`config.mk`:
```
export PLATFORM = sky130hd
export DESIGN_NAME = posit_weight_serializer_flat
export DESIGN_NICKNAME = d
export VERILOG_FILES = /design/src/rtl/posit_weight_serializer_if.sv /design/src/rtl/posit_weight_serializer.sv /design/src/flat_wrapper.sv
export SDC_FILE = /design/constraint.sdc
export NUM_CORES = 1
export LEC_CHECK = 0
export ABC_AREA = 0
export BUFFER_PORTS_ARGS = -buffer_cell sky130_fd_sc_hd__buf_4
export CAP_MARGIN = 5
export CORE_ASPECT_RATIO = 1.4
export CORE_MARGIN = 5
export CORE_UTILIZATION = 40
export DETAILED_ROUTE_END_ITERATION = 7
export HOLD_SLACK_MARGIN = 0.03
export PLACE_DENSITY_LB_ADDON = 0.3
export SLEW_MARGIN = 20
export SYNTH_ARGS = -nofsm -noshare
export SYNTH_HDL_FRONTEND = slang
export SYNTH_SLANG_ARGS = --single-unit
export TNS_END_PERCENT = 20
```
`constraint.sdc`:
```
create_clock -name clk -period 2.45 [get_ports clk]
set_input_delay 0.245 -clock clk [delete_from_list [all_inputs] [get_ports clk]]
set_output_delay 0.245 -clock clk [all_outputs]
set_load 0.03 [all_outputs]
```
`src/rtl/posit_weight_serializer_if.sv`:
```
`default_nettype none
// posit_weight_serializer_if: config, parallel-word and serial-stream signals
// of the posit weight serializer. Rev 1.0
interface posit_weight_serializer_if #(
  parameter int MAX_PREC   = 8,
  parameter int PREC_WIDTH = 4
);
  logic                  cfg_set;
  logic [PREC_WIDTH-1:0] cfg_prec;
  logic                  cfg_ready;
  logic [MAX_PREC-1:0]   w_in;
  logic                  w_in_valid;
  logic                  w_in_ready;
  logic                  w;
  logic                  valid;
  logic                  last;
  logic                  set;
  logic [PREC_WIDTH-1:0] precision;

  modport master (
    output cfg_set, cfg_prec, w_in, w_in_valid,
    input  cfg_ready, w_in_ready, w, valid, last, set, precision
  );

  modport slave (
    input  cfg_set, cfg_prec, w_in, w_in_valid,
    output cfg_ready, w_in_ready, w, valid, last, set, precision
  );
endinterface
`default_nettype wire

```
`src/rtl/posit_weight_serializer.sv`:
```
`default_nettype none
// posit_weight_serializer: MSB-first bit-serial transmitter for posit weights
// with a one-cycle precision pulse and a holding register for gapless words. Rev 1.0
module posit_weight_serializer #(
  parameter int MAX_PREC   = 8,
  parameter int PREC_WIDTH = 4
) (
  input logic                      clk,
  input logic                      rst,
  posit_weight_serializer_if.slave bus
);
  localparam logic [PREC_WIDTH-1:0] PREC_MAX = PREC_WIDTH'(MAX_PREC);
  localparam logic [PREC_WIDTH-1:0] PREC_MIN = PREC_WIDTH'(2);
  localparam logic [PREC_WIDTH-1:0] PREC_ONE = PREC_WIDTH'(1);

  typedef enum logic [1:0] {
    IDLE  = 2'd0,
    CFG   = 2'd1,
    SHIFT = 2'd2
  } state_t;

  state_t                state;
  state_t                state_n;
  logic [MAX_PREC-1:0]   shreg;
  logic [MAX_PREC-1:0]   hold_data;
  logic [MAX_PREC-1:0]   load_word;
  logic [PREC_WIDTH-1:0] count;
  logic [PREC_WIDTH-1:0] prec_active;
  logic [PREC_WIDTH-1:0] prec_clamped;
  logic                  hold_valid;
  logic                  cfg_go;
  logic                  drain;
  logic                  take;
  logic                  load;
  logic                  shift_done;
  logic                  in_ready;

  always_ff @(posedge clk or posedge rst) begin
    if (rst) begin
      state <= IDLE;
    end else begin
      state <= state_n;
    end
  end

  always_comb begin
    state_n    = state;
    drain      = 1'b0;
    shift_done = (state == SHIFT) && (count == '0);
    // Configuration has priority over any word waiting in IDLE.
    cfg_go     = (state == IDLE) && !hold_valid && bus.cfg_set;
    case (state)
      IDLE:    drain = hold_valid;
      SHIFT:   drain = shift_done && hold_valid;
      default: drain = 1'b0;
    endcase
    in_ready = (state != CFG) && !cfg_go && (!hold_valid || drain);
    take     = bus.w_in_valid && in_ready;
    // Without a held word, an accepted word bypasses straight into the shifter.
    load     = drain || (take && !hold_valid && ((state == IDLE) || shift_done));
    case (state)
      IDLE: begin
        if (cfg_go) begin
          state_n = CFG;
        end else if (load) begin
          state_n = SHIFT;
        end
      end
      CFG:     state_n = IDLE;
      SHIFT: begin
        if (shift_done && !load) begin
          state_n = IDLE;
        end
      end
      default: state_n = IDLE;
    endcase
  end

  always_comb begin
    prec_clamped = bus.cfg_prec;
    if (bus.cfg_prec < PREC_MIN) begin
      prec_clamped = PREC_MIN;
    end else if (bus.cfg_prec > PREC_MAX) begin
      prec_clamped = PREC_MAX;
    end
  end

  // Left-align the posit so its MSB sits at the top of the shifter.
  assign load_word = (drain ? hold_data : bus.w_in) << (PREC_MAX - prec_active);

  always_ff @(posedge clk or posedge rst) begin
    if (rst) begin
      shreg       <= '0;
      hold_data   <= '0;
      hold_valid  <= 1'b0;
      count       <= '0;
      prec_active <= PREC_MAX;
    end else begin
      if (cfg_go) begin
        prec_active <= prec_clamped;
      end
      if (load) begin
        shreg <= load_word;
        count <= prec_active - PREC_ONE;
      end else if (state == SHIFT) begin
        shreg <= {shreg[MAX_PREC-2:0], 1'b0};
        count <= count - PREC_ONE;
      end
      if (take && !(load && !drain)) begin
        hold_data  <= bus.w_in;
        hold_valid <= 1'b1;
      end else if (drain) begin
        hold_valid <= 1'b0;
      end
    end
  end

  assign bus.cfg_ready  = (state == IDLE) && !hold_valid;
  assign bus.w_in_ready = in_ready;
  assign bus.valid      = (state == SHIFT);
  assign bus.w          = (state == SHIFT) && shreg[MAX_PREC-1];
  assign bus.last       = (state == SHIFT) && (count == '0);
  assign bus.set        = (state == CFG);
  assign bus.precision  = prec_active;

endmodule
`default_nettype wire

```
`src/flat_wrapper.sv`:
```
// flat-port wrapper written by rule: the top's interface ports become plain ports
module posit_weight_serializer_flat 
#(
  parameter int MAX_PREC   = 8,
  parameter int PREC_WIDTH = 4
)
  (clk, rst, bus_cfg_set, bus_cfg_prec, bus_w_in, bus_w_in_valid, bus_cfg_ready, bus_w_in_ready, bus_w, bus_valid, bus_last, bus_set, bus_precision);
  posit_weight_serializer_if #(.MAX_PREC(MAX_PREC), .PREC_WIDTH(PREC_WIDTH)) bus_i ();
  input logic clk;
  input logic rst;
  input wire logic [$bits(bus_i.cfg_set)-1:0] bus_cfg_set;
  input wire logic [$bits(bus_i.cfg_prec)-1:0] bus_cfg_prec;
  input wire logic [$bits(bus_i.w_in)-1:0] bus_w_in;
  input wire logic [$bits(bus_i.w_in_valid)-1:0] bus_w_in_valid;
  output wire logic [$bits(bus_i.cfg_ready)-1:0] bus_cfg_ready;
  output wire logic [$bits(bus_i.w_in_ready)-1:0] bus_w_in_ready;
  output wire logic [$bits(bus_i.w)-1:0] bus_w;
  output wire logic [$bits(bus_i.valid)-1:0] bus_valid;
  output wire logic [$bits(bus_i.last)-1:0] bus_last;
  output wire logic [$bits(bus_i.set)-1:0] bus_set;
  output wire logic [$bits(bus_i.precision)-1:0] bus_precision;
  assign bus_i.cfg_set = bus_cfg_set;
  assign bus_i.cfg_prec = bus_cfg_prec;
  assign bus_i.w_in = bus_w_in;
  assign bus_i.w_in_valid = bus_w_in_valid;
  assign bus_cfg_ready = bus_i.cfg_ready;
  assign bus_w_in_ready = bus_i.w_in_ready;
  assign bus_w = bus_i.w;
  assign bus_valid = bus_i.valid;
  assign bus_last = bus_i.last;
  assign bus_set = bus_i.set;
  assign bus_precision = bus_i.precision;
  posit_weight_serializer #(.MAX_PREC(MAX_PREC), .PREC_WIDTH(PREC_WIDTH)) u_core (.clk(clk), .rst(rst), .bus(bus_i));
endmodule
```
==> metrics.yaml <==
area_delta_synth_final_pct: 18.22
root_buffer: "clkbuf_8"
cts_inserted_buffers: 3
cts_tree: "yes"
cts_max_level: 1
crit_path_start_kind: "flip-flop"
slew_headroom_pct: 59.46
coreArea_sq_um: 4239
dieArea_sq_um: 5800
power_frac_clock_pct: 18.0
grt_first_pass_wirelength_um: 6844
clock_sinks: 27
pin_count: 26
synthTopCellsByArea: "dfrtp_1, mux2_2, mux2i_1"
nets: 234
worstMarginPinSlew_ns: 0.5928
first_pass_iters: 4
drc: 0
synth_top_area_share_pct: 37.30
dp_hpwl_um: 3109
seqPwrFrac_pct: 46.2
syn_nets: 207
ys.flop_type: "dfrtp_1"
async_reset_ff_share_pct: 100.0
timing.fmax_mhz: 445.1
gp_congestion: 0.8389
power.density_nw_per_um2: 691.9
port_buffers: 25
drtIter0Drc: 31
multi_input_area_sq_um: 1002
synth_edf_count: 0
drtAntennaViolNets: 0
clock_latency_ns: 0.27
status: "finished, final reports clean"
met1_length_um: 1738
clock_path_buffers: 2
critPathMaxFanout: 8
setup_violations: 0
post-synth-top-area-cell: "dfrtp_1"
fin_crit_ns: 2.246
globalRouteTotalUtil_pct: 14.95
grt_pass1_vias: 1468
ys_types: 41
wl_per_cell_um: 14.36
regArea_sq_um: 676.9
rsz0062_at_grt: "no"
antenna_found_initial: 0
ys_seq_area_share_pct: 38.81
p_leak_nw: 0.8751
cts_resized: 0
vias: 1465
grt_overflow_total: 0
post_cts_buffers: 0
synth_area_per_cell_sq_um: 9.228
crit_type: "reg2reg"
wl_met2_um: 2064
min_period_over_period_pct: 91.69
rows: 28
intPower_mw: 0.9299
ys_warn_count: 0
p_switching_mw: 0.4968
syn_area_sq_um: 1744
wl_um: 3949
highest_layer: "met4"
grt_max_degree: 28
wl_met3_um: 93
fp.dieW_um: 65.81
synth_seq_cells: 27
post-route-worst-setup-slack_ns: 0.2035
start_util_pct: 41.15
vias_per_cell: 5.327
fillCellCount: 436
min_path_type: "in2async"
diodes: 0
finClkSkew_ns: 0.007169
clk_pin_slew_worst_paths_ns: 0.09
pwr-share-comb_pct: 35.8
fp.dieH_um: 88.13
vdd_ir_drop_max_v: 0.0003722
crit_arrival_ns: 2.41
hold_buffers: 0
syn_inst: 189
r2r_cells: 5
place_ws_ns: 0.2314
finalSetupTns_ns: 0
hold_violations: 0
critPathRequiredTime_ns: 2.61
crit_path_end_kind: "flip-flop"
slew_viol_final: 0
maxCapViolations: 0
drive_gt1_share_pct: 24.65
swShare_pct: 34.82
[area by class of cell]
cell class	instances	area share, %
timing repair buffer	31	11.29
clock buffer	4	2.184
inverter	8	1.456
multi-input combinational	145	48.60
tap	60	3.641
sequential	27	32.83
[power by group through the flow]
stage	clock, mW	sequential [mW]	combinational, mW
final	0.256	0.660	0.511
after global routing	0.288	0.678	0.565
after CTS	0.264	0.659	0.515
after detailed placement	0	0.670	0.512
after global placement	0	0.663	0.502
after floorplan	0	0.638	0.396
[metal layers]
layer	vias up	global-route usage, %
li1	751	-
met1	689	18.17
met2	21	27.01
met3	4	1.669
met4	0	5.094
met5	-	0
[cell usage after synthesis (3+ instances only)]
master,number
dfrtp_1,26
o21ai_0,18
nand2_1,16
a21oi_1,11
mux2_2,10
mux2i_1,10
nor3_1,9
clkbuf_1,8
inv_1,8
nor2_1,8
and2_1,6
nor2b_1,6
a211oi_1,5
a31oi_1,5
a221oi_1,4
nand2b_1,4
xor2_1,4
a2111oi_0,3
o31ai_1,3
[layout by cell type, fill, tap and decap left out, types with 2 or more instances in the layout]
| master | n |
|---|---|
| mux2_2 | 10 |
| a211oi_1 | 5 |
| buf_4 | 31 |
| inv_1 | 8 |
| a21oi_1 | 11 |
| o21ai_0 | 18 |
| ha_1 | 2 |
| and2_1 | 6 |
| o31ai_1 | 3 |
| a2111oi_0 | 3 |
| nor2_1 | 8 |
| clkbuf_8 | 3 |
| a31oi_1 | 5 |
| nand3_1 | 2 |
| mux2i_1 | 10 |
| nand2b_1 | 4 |
| nor2b_1 | 6 |
| nand2_1 | 16 |
| nor3_1 | 9 |
| dfrtp_1 | 26 |
| a21o_1 | 2 |
| xor2_1 | 4 |
| a221oi_1 | 4 |
[flip-flops by register name (all words and copies together) (netlist names)]
signal and count:
u_core.shreg 8, u_core.bus.precision 4, u_core.state 2, u_core.hold_valid 1
u_core.count 4, u_core.hold_data 8
[cells by family after synthesis]
family,count (synthesis),share of synthesized area (%)
compound gates,60,23.75
simple gates,58,17.58
flops,27,38.81
mux,20,12.20
buf+inv,17,3.730
xor+xnor,5,2.511
fa+ha+maj,2,1.434
[critical path: stages (launching register included)]
cell and delay, ns:
dfrtp_1 0.46, or4_2 0.73, o21ai_0 0.16, o21ai_0 0.10
nand2_1 0.30, mux2_2 0.38
[worst paths after layout]
path                       slack [ns]                       to       startpoint
min reg2reg                      0.49          u_core.shreg[3]  u_core.shreg[3]
max                              0.20      u_core.hold_data[6]  u_core.count[3]
min                              0.02  u_core.bus.precision[2]              rst
max reg2reg                      0.20      u_core.hold_data[6]  u_core.count[3]
max in group asynchronous        2.13  u_core.bus.precision[3]              rst
min in group clk                 0.15  u_core.bus.precision[2]  bus_cfg_prec[3]
[through the flow]
| step | hold slack [ns] | power [mW] | utilization, % | cell area [sq um] | instances |
|---|---|---|---|---|---|
| 2_1_floorplan | 0.2970 | 1.034 | - | 1744 | 189 |
| 3_3_place_gp | 0.3345 | 1.166 | 47.58 | 2017 | 271 |
| 3_5_place_dp | 0.3363 | 1.182 | 47.58 | 2017 | 271 |
| 4_1_cts | 0.03801 | 1.438 | 48.64 | 2062 | 275 |
| 5_1_grt | 0.04834 | 1.531 | 48.64 | 2062 | 275 |
| 6_report | 0.01807 | 1.427 | 48.64 | 2062 | 275 |
(Power assumes the default switching activity.)
